<file path="src/rtl/fir_xifu_scoreboard.sv">
// Issue/commit scoreboard for the FIR XIFU pipeline: tracks in-flight offloaded
// instructions by XIF id, keeps per-register busy bits and gates issue on hazards.
module fir_xifu_scoreboard #(
  parameter int NB_REGS      = 4,
  parameter int ID_WIDTH     = 4,
  parameter int MAX_INFLIGHT = 4,
  localparam int RD_W        = $clog2(NB_REGS),
  localparam int CNT_W       = $clog2(MAX_INFLIGHT + 1)
) (
  input  logic                clk_i,
  input  logic                rst_i,
  input  logic                issue_valid_i,
  output logic                issue_ready_o,
  input  logic [ID_WIDTH-1:0] issue_id_i,
  input  logic [NB_REGS-1:0]  issue_rs_mask_i,
  input  logic                issue_rd_valid_i,
  input  logic [RD_W-1:0]     issue_rd_i,
  input  logic                commit_valid_i,
  input  logic [ID_WIDTH-1:0] commit_id_i,
  input  logic                commit_kill_i,
  input  logic                wb_valid_i,
  input  logic [ID_WIDTH-1:0] wb_id_i,
  output logic [NB_REGS-1:0]  busy_o,
  output logic [CNT_W-1:0]    inflight_o,
  output logic                full_o,
  output logic                kill_o
);

  logic [MAX_INFLIGHT-1:0] valid_q, valid_d;
  logic [MAX_INFLIGHT-1:0] committed_q, committed_d;
  logic [MAX_INFLIGHT-1:0] done_q, done_d;
  logic [MAX_INFLIGHT-1:0] rd_valid_q, rd_valid_d;
  logic [ID_WIDTH-1:0]     id_q [MAX_INFLIGHT];
  logic [ID_WIDTH-1:0]     id_d [MAX_INFLIGHT];
  logic [RD_W-1:0]         rd_q [MAX_INFLIGHT];
  logic [RD_W-1:0]         rd_d [MAX_INFLIGHT];
  logic                    kill_q, kill_d;

  logic [MAX_INFLIGHT-1:0] commit_hit, wb_hit, dup_hit, free, alloc_oh;
  logic [NB_REGS-1:0]      busy;
  logic [CNT_W-1:0]        inflight;
  logic                    full, ready, accept, alloc_found;

  // Everything visible outside is derived from registered slot state only.
  always_comb begin
    busy     = '0;
    inflight = '0;
    for (int s = 0; s < MAX_INFLIGHT; s++) begin
      if (valid_q[s] && rd_valid_q[s]) busy[rd_q[s]] = 1'b1;
      inflight = inflight + CNT_W'(valid_q[s]);
    end
  end

  always_comb begin
    for (int s = 0; s < MAX_INFLIGHT; s++) begin
      commit_hit[s] = commit_valid_i && valid_q[s] && (id_q[s] == commit_id_i);
      wb_hit[s]     = wb_valid_i && valid_q[s] && (id_q[s] == wb_id_i);
      dup_hit[s]    = valid_q[s] && (id_q[s] == issue_id_i);
      free[s]       = (commit_hit[s] && (commit_kill_i || done_q[s] || wb_hit[s])) ||
                      (wb_hit[s] && committed_q[s]);
    end
  end

  assign full  = (inflight == CNT_W'(MAX_INFLIGHT));
  assign ready = !full &&
                 ((issue_rs_mask_i & busy) == '0) &&
                 !(issue_rd_valid_i && busy[issue_rd_i]) &&
                 (dup_hit == '0);
  assign accept = issue_valid_i && ready;

  // Lowest-index free slot; a slot freed this cycle is not reused until next cycle.
  always_comb begin
    alloc_oh    = '0;
    alloc_found = 1'b0;
    for (int s = 0; s < MAX_INFLIGHT; s++) begin
      if (!valid_q[s] && !alloc_found) begin
        alloc_oh[s] = 1'b1;
        alloc_found = 1'b1;
      end
    end
  end

  always_comb begin
    valid_d     = valid_q;
    committed_d = committed_q;
    done_d      = done_q;
    rd_valid_d  = rd_valid_q;
    id_d        = id_q;
    rd_d        = rd_q;
    kill_d      = commit_valid_i && commit_kill_i && (commit_hit != '0);
    for (int s = 0; s < MAX_INFLIGHT; s++) begin
      if (free[s]) begin
        valid_d[s]     = 1'b0;
        committed_d[s] = 1'b0;
        done_d[s]      = 1'b0;
        rd_valid_d[s]  = 1'b0;
      end else if (accept && alloc_oh[s]) begin
        valid_d[s]     = 1'b1;
        committed_d[s] = 1'b0;
        done_d[s]      = 1'b0;
        rd_valid_d[s]  = issue_rd_valid_i;
        id_d[s]        = issue_id_i;
        rd_d[s]        = issue_rd_i;
      end else begin
        if (commit_hit[s] && !commit_kill_i) committed_d[s] = 1'b1;
        if (wb_hit[s]) done_d[s] = 1'b1;
      end
    end
  end

  always_ff @(posedge clk_i) begin
    if (rst_i) begin
      valid_q     <= '0;
      committed_q <= '0;
      done_q      <= '0;
      rd_valid_q  <= '0;
      kill_q      <= 1'b0;
      for (int s = 0; s < MAX_INFLIGHT; s++) begin
        id_q[s] <= '0;
        rd_q[s] <= '0;
      end
    end else begin
      valid_q     <= valid_d;
      committed_q <= committed_d;
      done_q      <= done_d;
      rd_valid_q  <= rd_valid_d;
      kill_q      <= kill_d;
      id_q        <= id_d;
      rd_q        <= rd_d;
    end
  end

  assign issue_ready_o = ready;
  assign busy_o        = busy;
  assign inflight_o    = inflight;
  assign full_o        = full;
  assign kill_o        = kill_q;

endmodule

</file>
<file path="config.mk">
export PLATFORM = sky130hd
export DESIGN_NAME = fir_xifu_scoreboard
export DESIGN_NICKNAME = d
export VERILOG_FILES = /design/src/rtl/fir_xifu_scoreboard.sv
export SDC_FILE = /design/constraint.sdc
export NUM_CORES = 1
export LEC_CHECK = 0
export ABC_AREA = 1
export BUFFER_PORTS_ARGS = -buffer_cell sky130_fd_sc_hd__buf_4
export CORE_MARGIN = 3
export CORE_UTILIZATION = 45
export CTS_BUF_LIST = sky130_fd_sc_hd__clkbuf_16
export DETAILED_ROUTE_END_ITERATION = 10
export HOLD_SLACK_MARGIN = 0.03
export PLACE_DENSITY = 0.67
export SETUP_SLACK_MARGIN = 0.1
export SLEW_MARGIN = 40
export SYNTH_ARGS = -nofsm -noshare
export SYNTH_HDL_FRONTEND = slang
export SYNTH_SLANG_ARGS = --single-unit
</file>
<file path="constraint.sdc">
create_clock -name clk_i -period 2.8 [get_ports clk_i]
set_clock_uncertainty 0.05 [all_clocks]
set_input_delay 0.42 -clock clk_i [delete_from_list [all_inputs] [get_ports clk_i]]
set_output_delay 0.42 -clock clk_i [all_outputs]
set_load 0.1 [all_outputs]
</file>
==> impl_metrics.json <==
{
  "outcome": "complete, but fails checks",
  "failed_checks": "negative setup slack",
  "power_frac_seq_pct": 39.4,
  "synth_warnings": 0,
  "route.detailed.drc": 0,
  "path_class": "reg -> out",
  "grt-ovfl-total": 0,
  "synth_seq_area_share_pct": 30.41,
  "dieHeight_um": 83.45,
  "drt_iter0_markers": 179,
  "pwr_density_cell_nw_per_um2": 464.7,
  "synth_seq_cells": 41,
  "cts_tree": "built",
  "groute.usage.overall_pct": 25.22,
  "totalWireLength_mm": 8.874,
  "final_core_util_pct": 61.10,
  "pwr-share-clk_pct": 40.4,
  "start_util_pct": 47.84,
  "clock_tree.root_cell": "clkbuf_16",
  "cp-start-kind": "flop",
  "hold_violations": 0,
  "num_antenna_cells": 0,
  "tightest_slew_ns": 0.7413,
  "total_power_uw": 1602,
  "clk_latency_ns": 0.28,
  "grt_pass1_wl_mm": 13.97,
  "worst_setup_path_end_kind": "primary output",
  "num_io_pins": 35,
  "worstHoldPathType": "in -> reg",
  "netlist_area_um2": 2699,
  "avgSynthCellArea_um2": 6.176,
  "syn_nets": 467,
  "antenna_found_initial": 0,
  "drtAntennaViolNets": 0,
  "wl_per_cell_um": 15.73,
  "p_sw_uw": 465.1,
  "period_share_pct": 104.3,
  "clk_pin_slew_ns": 0.06,
  "clock-sinks": 41,
  "fmax_mhz": 342.4,
  "switching_share_pct": 29.03,
  "die_area_um2": 6963,
  "synthDistinctLibCells": 38,
  "worstPathRequired_ns": 2.33,
  "grt_max_degree": 23,
  "max_slew_margin_pct": 50.20,
  "cap_violations": 0,
  "finalSetupTns_ns": -0.1205,
  "timing.hold.ws_ns": 0.3744,
  "cp_max_fo": 2,
  "vias": 3006,
  "syn2layout_area_growth_pct": 27.72,
  "slew_viol_final": 0,
  "routabilityCongestion": 0.9502,
  "cp.arrival_ns": 2.45,
  "dieWidth_um": 83.45,
  "vdd_drop_max_uv": 303.5,
  "rows": 27,
  "htreeDepth": 2,
  "p_int_uw": 1137,
  "rsz0062_at_grt": "yes",
  "coreArea_um2": 5642,
  "cts_buffer_depth": 2,
  "fin_crit_ns": 2.921,
  "final-setup-viol-count": 1,
  "dp_cells": 550,
  "first_pass_iters": 6,
  "first_global_vias": 2789,
  "fin_nets": 521,
  "cts_buffers": 5,
  "leakage_uw": 0.001624,
  "vias_per_cell": 5.330,
  "drive_gt1_share_pct": 20.73,
  "postSynthCellCount": 437,
  "p_comb_share_pct": 20.2,
  "io_buffers": 34,
  "finalNonFillerCells": 564,
  "setup_ws_ns": -0.1205,
  "dp_hpwl_mm": 6.625
}
==> routing by layer <==
layer | share of wire [%] | global-route usage (%) | vias to the layer above
met1 | 44 | 31.39 | 1360
met3 | 5.3 | 3.869 | 30
met5 | 0 | 0 | -
li1 | - | - | 1498
met4 | 3.8 | 11.11 | 0
met2 | 47 | 42.93 | 118
==> cells in the final DEF, fill, tap and decap left out, types with 3 or more instances in the layout <==
cell type  Yosys  final
nand2_1      103     95
nor2_1        98     93
inv_1         56     51
buf_4          2     47
dfxtp_1       41     38
nand3_1       26     26
o21ai_0       22     19
inv_2          5      9
a21oi_1        9      9
nand2_2        1      8
xor2_1         8      8
nor2_2         4      7
o22ai_1        7      7
nor4_1         7      7
o211ai_1       6      6
nor3_1         5      5
clkbuf_16      0      5
o21ai_1        2      4
xnor2_1        4      4
nand4_1        3      3
nor2_4         1      3
a221oi_1       3      3
nand3_4        1      3
buf_6          2      3
==> power by group through the flow <==
stage	combinational [µW]	clock, µW	sequential [µW]
floorplan	195	0	638
global placement	292	0	642
detailed placement	296	0	643
CTS	308	649	630
global route	352	691	633
finish	324	647	631
==> cells in the mapped netlist (all sizes together) <==
master / count / area, µm²
o211ai: 7 / 57.55
ha: 4 / 50.05
and2: 2 / 15.02
a21oi: 9 / 45.04
o21ai: 24 / 120.1
o21a: 1 / 7.510
nor4: 7 / 43.79
xor2: 8 / 70.07
o22ai: 7 / 43.79
nor3: 5 / 25.02
buf: 5 / 42.53
nand4: 4 / 31.28
dfxtp: 41 / 820.8
fa: 1 / 20.02
clkinv: 1 / 3.750
a21o: 2 / 15.01
a221oi: 3 / 26.28
clkbuf: 1 / 3.750
xnor2: 4 / 35.03
nand3: 29 / 167.7
nand2: 104 / 392.9
nor3b: 2 / 15.01
inv: 61 / 229.0
a211oi: 1 / 7.510
nor2: 103 / 404.1
or2: 1 / 6.260
==> path summary, 6_finish.rpt <==
| check | startpoint | end | slack (ns) | cells after the start |
|---|---|---|---|---|
| setup / recovery | valid_q[3] | issue_ready_o | -0.12 | 13 |
| hold / removal | issue_rd_valid_i | rd_valid_q[3] | 0.37 | 3 |
| setup reg to reg | valid_q[3] | id_q[9] | 0.04 | 17 |
| hold reg to reg | done_q[1] | done_q[1] | 0.40 | 2 |
==> repair_timing <==
| item | in CTS | in global routing |
|---|---|---|
| pin swaps | 1 | 13 |
| buffers inserted | 2 | 4 |
| gates resized for setup | 5 | 28 |
| hold buffers | 0 | 0 |
| setup endpoints to repair | 7 | 35 |
| gates cloned | 0 | 1 |
==> cell type report <==
| cell class | count | area [µm²] |
|---|---|---|
| Fill cell | 563 | 2195 |
| Inverter | 62 | 237.7 |
| Tap cell | 72 | 90.09 |
| Timing Repair Buffer | 52 | 426.7 |
| Sequential cell | 41 | 829.5 |
| Multi-Input combinational cell | 329 | 1700 |
| Clock inverter | 3 | 37.54 |
| Clock buffer | 5 | 125.1 |
==> registers in the layout, indices dropped and copies added (netlist names) <==
name         flops
rd_q             8
committed_q      4
id_q            16
done_q           4
rd_valid_q       4
kill_o           1
valid_q          4
==> critical path, cell delays in order (launching register included) <==
cell	delay, ns
dfxtp_4	0.36
inv_4	0.04
fa_1	0.55
inv_2	0.05
ha_4	0.15
ha_4	0.26
nor2_2	0.03
nand2_1	0.07
nand2_1	0.05
nor2_1	0.08
nand2_1	0.09
nor2_4	0.10
and2_4	0.17
buf_12	0.17
==> logic make-up after synthesis <==
family | count (synthesis) | share of synthesized area, %
simple gates | 257 | 40.80
compound gates | 54 | 11.96
buf+inv | 68 | 10.34
xor+xnor | 12 | 3.894
flops | 41 | 30.41
fa+ha+maj | 5 | 2.596
==> per-stage QoR <==
stage               cell area, µm²  setup WS [ns]
floorplan                     2740        -0.2099
global placement              3137        0.05554
detailed placement            3137      -0.006259
CTS                           3337       -0.09717
global route                  3447        -0.1812
finish                        3447        -0.1205
Power figures use the tool's default switching activity.
